<file path="src/rtl/servile_wb_timer_if.sv">
// Wishbone bundle between the servile bus mux ext port and the mtime/mtimecmp timer.
interface servile_wb_timer_if;
    logic [31:0] i_wb_adr;
    logic [31:0] i_wb_dat;
    logic [3:0]  i_wb_sel;
    logic        i_wb_we;
    logic        i_wb_stb;
    logic [31:0] o_wb_rdt;
    logic        o_wb_ack;

    modport master (
        output i_wb_adr, i_wb_dat, i_wb_sel, i_wb_we, i_wb_stb,
        input  o_wb_rdt, o_wb_ack
    );

    modport slave (
        input  i_wb_adr, i_wb_dat, i_wb_sel, i_wb_we, i_wb_stb,
        output o_wb_rdt, o_wb_ack
    );
endinterface

</file>
<file path="src/rtl/servile_wb_timer.sv">
// RISC-V style 64-bit mtime/mtimecmp timer on the servile ext Wishbone port.
// Optional macro SERVILE_TIMER_SNAPSHOT_EN: a MTIME_LO read latches mtime[63:32] for the next MTIME_HI read.
module servile_wb_timer #(
    parameter int unsigned PRESCALE  = 1,
    parameter logic [63:0] RESET_CMP = 64'hFFFF_FFFF_FFFF_FFFF
) (
    input  logic              i_clk,
    input  logic              i_rst,
    servile_wb_timer_if.slave wb,
    output logic              o_timer_irq
);

    localparam logic [1:0]  REG_MTIME_LO = 2'd0;
    localparam logic [1:0]  REG_MTIME_HI = 2'd1;
    localparam logic [1:0]  REG_CMP_LO   = 2'd2;
    localparam logic [1:0]  REG_CMP_HI   = 2'd3;
    localparam logic [15:0] PS_LAST      = 16'(PRESCALE - 32'd1);

    logic [15:0] ps_cnt_q, ps_cnt_d;
    logic [63:0] mtime_q, mtime_d;
    logic [63:0] mtimecmp_q, mtimecmp_d;
    logic        ack_q, ack_d;
    logic [31:0] rdt_q, rdt_d;
    logic        irq_q, irq_d;

    logic        access_s;
    logic        wr_s;
    logic        rd_s;
    logic        tick_s;
    logic [1:0]  reg_sel_s;
    logic [31:0] rd_data_s;
    logic [31:0] mtime_hi_rd_s;
    logic        unused_adr_s;

    function automatic logic [31:0] merge_bytes(input logic [31:0] cur,
                                                input logic [31:0] wdat,
                                                input logic [3:0]  be);
        logic [31:0] res;
        for (int b = 0; b < 4; b++) begin
            res[b*8 +: 8] = be[b] ? wdat[b*8 +: 8] : cur[b*8 +: 8];
        end
        return res;
    endfunction

    assign unused_adr_s = ^{wb.i_wb_adr[31:4], wb.i_wb_adr[1:0]};

    // Access qualification: a held strobe only counts again once ack has dropped.
    always_comb begin
        access_s  = wb.i_wb_stb & ~ack_q;
        wr_s      = access_s & wb.i_wb_we & (wb.i_wb_sel != 4'b0000);
        rd_s      = access_s & ~wb.i_wb_we;
        reg_sel_s = wb.i_wb_adr[3:2];
        tick_s    = (ps_cnt_q == PS_LAST);
    end

`ifdef SERVILE_TIMER_SNAPSHOT_EN
    logic [31:0] shadow_q, shadow_d;

    assign mtime_hi_rd_s = shadow_q;

    // Shadow of mtime[63:32]: captured by LO reads, overwritten by HI writes.
    always_comb begin
        shadow_d = shadow_q;
        if (rd_s && (reg_sel_s == REG_MTIME_LO)) begin
            shadow_d = mtime_q[63:32];
        end else if (wr_s && (reg_sel_s == REG_MTIME_HI)) begin
            shadow_d = mtime_d[63:32];
        end else begin
            shadow_d = shadow_q;
        end
    end

    // Shadow register.
    always_ff @(posedge i_clk) begin
        if (i_rst) begin
            shadow_q <= 32'd0;
        end else begin
            shadow_q <= shadow_d;
        end
    end
`else
    assign mtime_hi_rd_s = mtime_q[63:32];
`endif

    // Read data selection.
    always_comb begin
        rd_data_s = 32'd0;
        case (reg_sel_s)
            REG_MTIME_LO: rd_data_s = mtime_q[31:0];
            REG_MTIME_HI: rd_data_s = mtime_hi_rd_s;
            REG_CMP_LO:   rd_data_s = mtimecmp_q[31:0];
            REG_CMP_HI:   rd_data_s = mtimecmp_q[63:32];
            default:      rd_data_s = 32'd0;
        endcase
    end

    // Next-state: prescaler, mtime (software write beats the tick), mtimecmp, bus response, irq.
    always_comb begin
        ps_cnt_d   = ps_cnt_q;
        mtime_d    = mtime_q;
        mtimecmp_d = mtimecmp_q;

        if (tick_s) begin
            ps_cnt_d = 16'd0;
            mtime_d  = mtime_q + 64'd1;
        end else begin
            ps_cnt_d = ps_cnt_q + 16'd1;
        end

        if (wr_s) begin
            case (reg_sel_s)
                REG_MTIME_LO: mtime_d = {mtime_q[63:32],
                                         merge_bytes(mtime_q[31:0], wb.i_wb_dat, wb.i_wb_sel)};
                REG_MTIME_HI: mtime_d = {merge_bytes(mtime_q[63:32], wb.i_wb_dat, wb.i_wb_sel),
                                         mtime_q[31:0]};
                REG_CMP_LO:   mtimecmp_d[31:0]  = merge_bytes(mtimecmp_q[31:0], wb.i_wb_dat,
                                                              wb.i_wb_sel);
                REG_CMP_HI:   mtimecmp_d[63:32] = merge_bytes(mtimecmp_q[63:32], wb.i_wb_dat,
                                                              wb.i_wb_sel);
                default:      mtimecmp_d = mtimecmp_q;
            endcase
        end else begin
            mtimecmp_d = mtimecmp_q;
        end

        ack_d = wb.i_wb_stb & ~ack_q;
        rdt_d = rd_s ? rd_data_s : 32'd0;
        irq_d = (mtime_d >= mtimecmp_d);
    end

    // State registers.
    always_ff @(posedge i_clk) begin
        if (i_rst) begin
            ps_cnt_q   <= 16'd0;
            mtime_q    <= 64'd0;
            mtimecmp_q <= RESET_CMP;
            ack_q      <= 1'b0;
            rdt_q      <= 32'd0;
            irq_q      <= 1'b0;
        end else begin
            ps_cnt_q   <= ps_cnt_d;
            mtime_q    <= mtime_d;
            mtimecmp_q <= mtimecmp_d;
            ack_q      <= ack_d;
            rdt_q      <= rdt_d;
            irq_q      <= irq_d;
        end
    end

    assign wb.o_wb_ack = ack_q;
    assign wb.o_wb_rdt = rdt_q;
    assign o_timer_irq = irq_q;

endmodule
</file>
<file path="src/flat_wrapper.sv">
// flat-port wrapper written by rule: the top's interface ports become plain ports
module servile_wb_timer_flat 
#(
    parameter int unsigned PRESCALE  = 1,
    parameter logic [63:0] RESET_CMP = 64'hFFFF_FFFF_FFFF_FFFF
)
  (i_clk, i_rst, o_timer_irq, wb_i_wb_adr, wb_i_wb_dat, wb_i_wb_sel, wb_i_wb_we, wb_i_wb_stb, wb_o_wb_rdt, wb_o_wb_ack);
  servile_wb_timer_if wb_i ();
  input  logic i_clk;
  input  logic i_rst;
  output logic o_timer_irq;
  input wire logic [$bits(wb_i.i_wb_adr)-1:0] wb_i_wb_adr;
  input wire logic [$bits(wb_i.i_wb_dat)-1:0] wb_i_wb_dat;
  input wire logic [$bits(wb_i.i_wb_sel)-1:0] wb_i_wb_sel;
  input wire logic [$bits(wb_i.i_wb_we)-1:0] wb_i_wb_we;
  input wire logic [$bits(wb_i.i_wb_stb)-1:0] wb_i_wb_stb;
  output wire logic [$bits(wb_i.o_wb_rdt)-1:0] wb_o_wb_rdt;
  output wire logic [$bits(wb_i.o_wb_ack)-1:0] wb_o_wb_ack;
  assign wb_i.i_wb_adr = wb_i_wb_adr;
  assign wb_i.i_wb_dat = wb_i_wb_dat;
  assign wb_i.i_wb_sel = wb_i_wb_sel;
  assign wb_i.i_wb_we = wb_i_wb_we;
  assign wb_i.i_wb_stb = wb_i_wb_stb;
  assign wb_o_wb_rdt = wb_i.o_wb_rdt;
  assign wb_o_wb_ack = wb_i.o_wb_ack;
  servile_wb_timer #(.PRESCALE(PRESCALE), .RESET_CMP(RESET_CMP)) u_core (.i_clk(i_clk), .i_rst(i_rst), .wb(wb_i), .o_timer_irq(o_timer_irq));
endmodule
</file>
<file path="config.mk">
export PLATFORM = sky130hd
export DESIGN_NAME = servile_wb_timer_flat
export DESIGN_NICKNAME = d
export VERILOG_FILES = /design/src/rtl/servile_wb_timer_if.sv /design/src/rtl/servile_wb_timer.sv /design/src/flat_wrapper.sv
export SDC_FILE = /design/constraint.sdc
export NUM_CORES = 1
export LEC_CHECK = 0
export ABC_CLOCK_PERIOD_IN_PS = 5600
export BUFFER_PORTS_ARGS = -buffer_cell sky130_fd_sc_hd__buf_4
export CAP_MARGIN = 25
export CORE_UTILIZATION = 45
export CTS_BUF_LIST = sky130_fd_sc_hd__clkbuf_8 sky130_fd_sc_hd__clkbuf_16
export CTS_CLUSTER_SIZE = 10
export DETAILED_ROUTE_END_ITERATION = 7
export GPL_ROUTABILITY_DRIVEN = 1
export SETUP_SLACK_MARGIN = 0.15
export SYNTH_ARGS = -nofsm -noshare
export SYNTH_HDL_FRONTEND = slang
export SYNTH_SLANG_ARGS = --single-unit
</file>
<file path="constraint.sdc">
create_clock -name i_clk -period 5.6 [get_ports i_clk]
set_input_delay 1.12 -clock i_clk [delete_from_list [all_inputs] [get_ports i_clk]]
set_output_delay 1.12 -clock i_clk [all_outputs]
set_load 0.005 [all_outputs]
</file>
==> results.md <==
* DR vias/cell at between 6 and 7
* Simple-Gate Fraction of Synth Area at 0.2944
* Critical path arrival at 4.97 ns
* CTS root buffer: clkbuf_16
* Row count at 56
* Final net count at 1389
* CP most frequent cell: a21oi_1
* Initial antenna violation count at 0
* # hold bufs at CTS at 0
* Synth Register Bits at 178
* Sink Count at roughly 180
* Critical Path RT at 5.91 ns
* H-tree depth at 4
* WL final at 32120 um
* Layout cell share with drive strength beyond 1 at 0.1591
* Final WS setup at 0.9335 ns
* Post-Synth Adder-Cell Area at 0.07756
* Post-Synth XOR/XNOR Area at 0.01459
* Final hold violation count at 0
* Grt total ovfl at 0
* Worst Setup End Kind: register
* FF-to-FF path depth at 13
* Number of synthesized flops with an enable pin at 0
* Initial DRC count at 864
* Largest family of logic cells by synthesized area: simple AND/OR/NAND/NOR gates
* Vias in the first global route at 9095
* Synth Flop Type: dfxtp_1
* Clock skew at 0.01530 ns
* Actual slew at the worst max-slew pin at about 0.88 ns
* Place WS at 0.6747 ns
* First-pass GRT wire length at 51450 um
* Reg2reg start: u_core.mtime_q[2]
* Post-DR wirelength/cell at between 20 and 25 um
* Syn Area/Cell at 9.044 sq um
* Fin Hold WS at 0.4822 ns
* Crit-path slowest cell: nor4_2
* CTS tree: done
* Hold path depth at 1
* Core Region at 23540 sq um
* Clock slew at reported path FFs at 0.08 ns
* Die width at 157.0 um
* Synth Area in Compound Gates at 0.1236
* Hold_sp: u_core.ps_cnt_q[0]
* Final Cycle Share at 0.8333
* Max Cap Viol at 0
* Port-buffer cells at 75
* Synth Warn # at 0
* Fmax at 0.2143 GHz
* Worst slew margin at 0.4061
* Startpoint types: register
* Register area share after synthesis at 0.3297
* Final Power at around 2.8 mW
* Worst Hold End: u_core.ps_cnt_q[0]
* CP max FO at 13
* DRT Pass-1 Iters at 5
* Placed wire-length estimate at 23860 um
* Setup_tns at 0 ns
* Pins Over Slew Limit at 0
* Die area at about 25000 sq um
* Pwr Density at 228.6 nW/um^2
* Max incr delay on CP at 0.63 ns
* Cell area after synthesis at 10810 sq um
* DRC viols at 0
* Number of routed nets with antenna violations at 0
* Worst-Skew Late Latency at 0.45 ns
* Synth Net Count at around 1300
* Most frequent cells in the layout: 178 x dfxtp_1, 96 x nand2_1, 92 x buf_4, 90 x nor2_1, 71 x nand2b_1
* VDD IR max at 0.1583 mV
* Critical Path, Cell by Cell: nor4b_1, and4_1, nand4_4, nor4_2, a21oi_1, nor2b_1, ha_1, a21oi_1, o21ai_0, a221oi_1, o211ai_1, nor4_1, a211oi_1
* Mux cell area share after synthesis at 0.1337
* Initial core utilization at 0.4591
* Post-Route Utilization at 0.5200
* Vias at 9564
* Distinct cells, synth at 76
* Worst min path class: reg -> reg
* Unrepaired setup endpoints after global routing: false
* Area grow syn2layout at 13.28%
* Chip height at ~160 um
* Most common cell after layout, fill and taps aside: dfxtp_1
* Worst setup path start: u_core.mtime_q[2]
* Total CTS buffers at 17
* Post-CTS setup buffers at 0
* Async S/R FF share, synth at 0
* I/O pins at 106
* Period minus WS final at 4.666 ns
* Final setup viols at 0
* PostCTS Resize Cnt at 0
* Post-Syn Instances at 1195
* Routability cong. at between 0.8 and 0.9
* Outcome: finished, final reports clean
* Reg2Reg Capture Point: u_core.o_timer_irq
* Kind of critical path: reg -> reg
* CTS Buffer Depth at 2
* Reg2Reg Setup Slack at 0.93 ns
* Antenna cells at 0
* Total track usage at 0.2741
* Largest net degree at the start of global routing at between 60 and 70
* LEAKAGE at 4.869 nW
[state kept, by name (all words and copies together), names as in the netlist]
register / flops
u_core.ps_cnt_q: 16
u_core.o_timer_irq: 1
u_core.mtimecmp_q: 64
u_core.wb.o_wb_rdt: 32
u_core.wb.o_wb_ack: 1
u_core.mtime_q: 64
[metrics by stage]
step | instances | instance area, sq um
after floorplan | 1195 | 10810
after CTS | 1582 | 12240
final | 1582 | 12240
after detailed placement | 1550 | 11670
after global placement | 1550 | 11670
after global routing | 1582 | 12240
[where the power goes]
part           switching [mW]  internal [mW]  total [mW]
Clock                   0.602          0.592        1.19
Sequential             0.0267           1.29        1.32
Combinational           0.158          0.130       0.288
[layer usage]
metal	GRT usage	up-vias	wire, um
met4	0.08403	0	615
met5	0	-	0
li1	-	4579	-
met3	0.03800	40	2110
met1	0.3930	4608	15020
met2	0.4237	337	14380
[kinds of logic (layout without fill, tap and decap cells)]
| kind of cell | Yosys count | after routing |
|---|---|---|
| compound gates | 200 | 200 |
| xor+xnor | 18 | 18 |
| fa+ha+maj | 67 | 67 |
| buf+inv | 70 | 138 |
| flops | 178 | 178 |
| mux | 104 | 104 |
| simple gates | 558 | 558 |
[cells in the mapped netlist, types with 4 or more instances]
library cell / count / area [sq um]
o21a_1: 7 / 52.55
o21ai_0: 22 / 110.1
xor2_1: 8 / 70.07
a31o_2: 6 / 52.55
inv_1: 14 / 52.55
clkbuf_1: 35 / 131.4
buf_1: 7 / 26.28
nor4_1: 25 / 156.4
ha_1: 67 / 838.3
dfxtp_1: 178 / 3563
and2_1: 11 / 68.82
o31a_1: 7 / 61.31
a21o_1: 4 / 30.03
a31oi_1: 16 / 100.1
nor4_2: 8 / 100.1
nor3_1: 45 / 225.2
or3_1: 9 / 56.30
nor2b_1: 53 / 331.6
nand2b_1: 72 / 450.4
a21oi_1: 62 / 310.3
xnor2_1: 10 / 87.58
and4_1: 15 / 131.4
o22ai_1: 8 / 50.05
nor2_1: 90 / 337.8
nand4_1: 30 / 187.7
mux2i_1: 69 / 690.7
nand2_1: 96 / 360.4
nor3b_1: 4 / 30.03
and3_1: 28 / 175.2
nand3_1: 39 / 195.2
a211oi_1: 29 / 217.7
buf_2: 12 / 60.06
mux4_2: 32 / 720.7
[critical path, delay by kind of cell, from the launching register on]
| kind | cells | cell delay, ns |
|---|---|---|
| adder cells (fa/ha/maj) | 1 | 0.20 |
| AND/OR/NAND/NOR | 6 | 2.48 |
| AO/OA/AOI/OAI | 6 | 1.37 |
| flip-flops | 1 | 0.44 |
[final cells by class]
class,count,area [sq um]
sequential,178,3563
clock inverter,15,143.9
multi-input combinational,947,6968
tap,319,399.1
inverter,14,52.55
timing repair buffer,92,690.7
clock buffer,17,425.4
fill,2292,11300
[worst max-delay path by stage]
stage                     slack (ns)  depth (start not counted)            endpoint
after detailed placement        0.67                         15  u_core.o_timer_irq
after global routing            0.63                         15  u_core.o_timer_irq
after floorplan                 1.50                         14  u_core.o_timer_irq
after CTS                       0.90                         15  u_core.o_timer_irq
final                           0.93                         13  u_core.o_timer_irq
after global placement          0.69                         12  u_core.o_timer_irq
(Power assumes the default switching activity.)
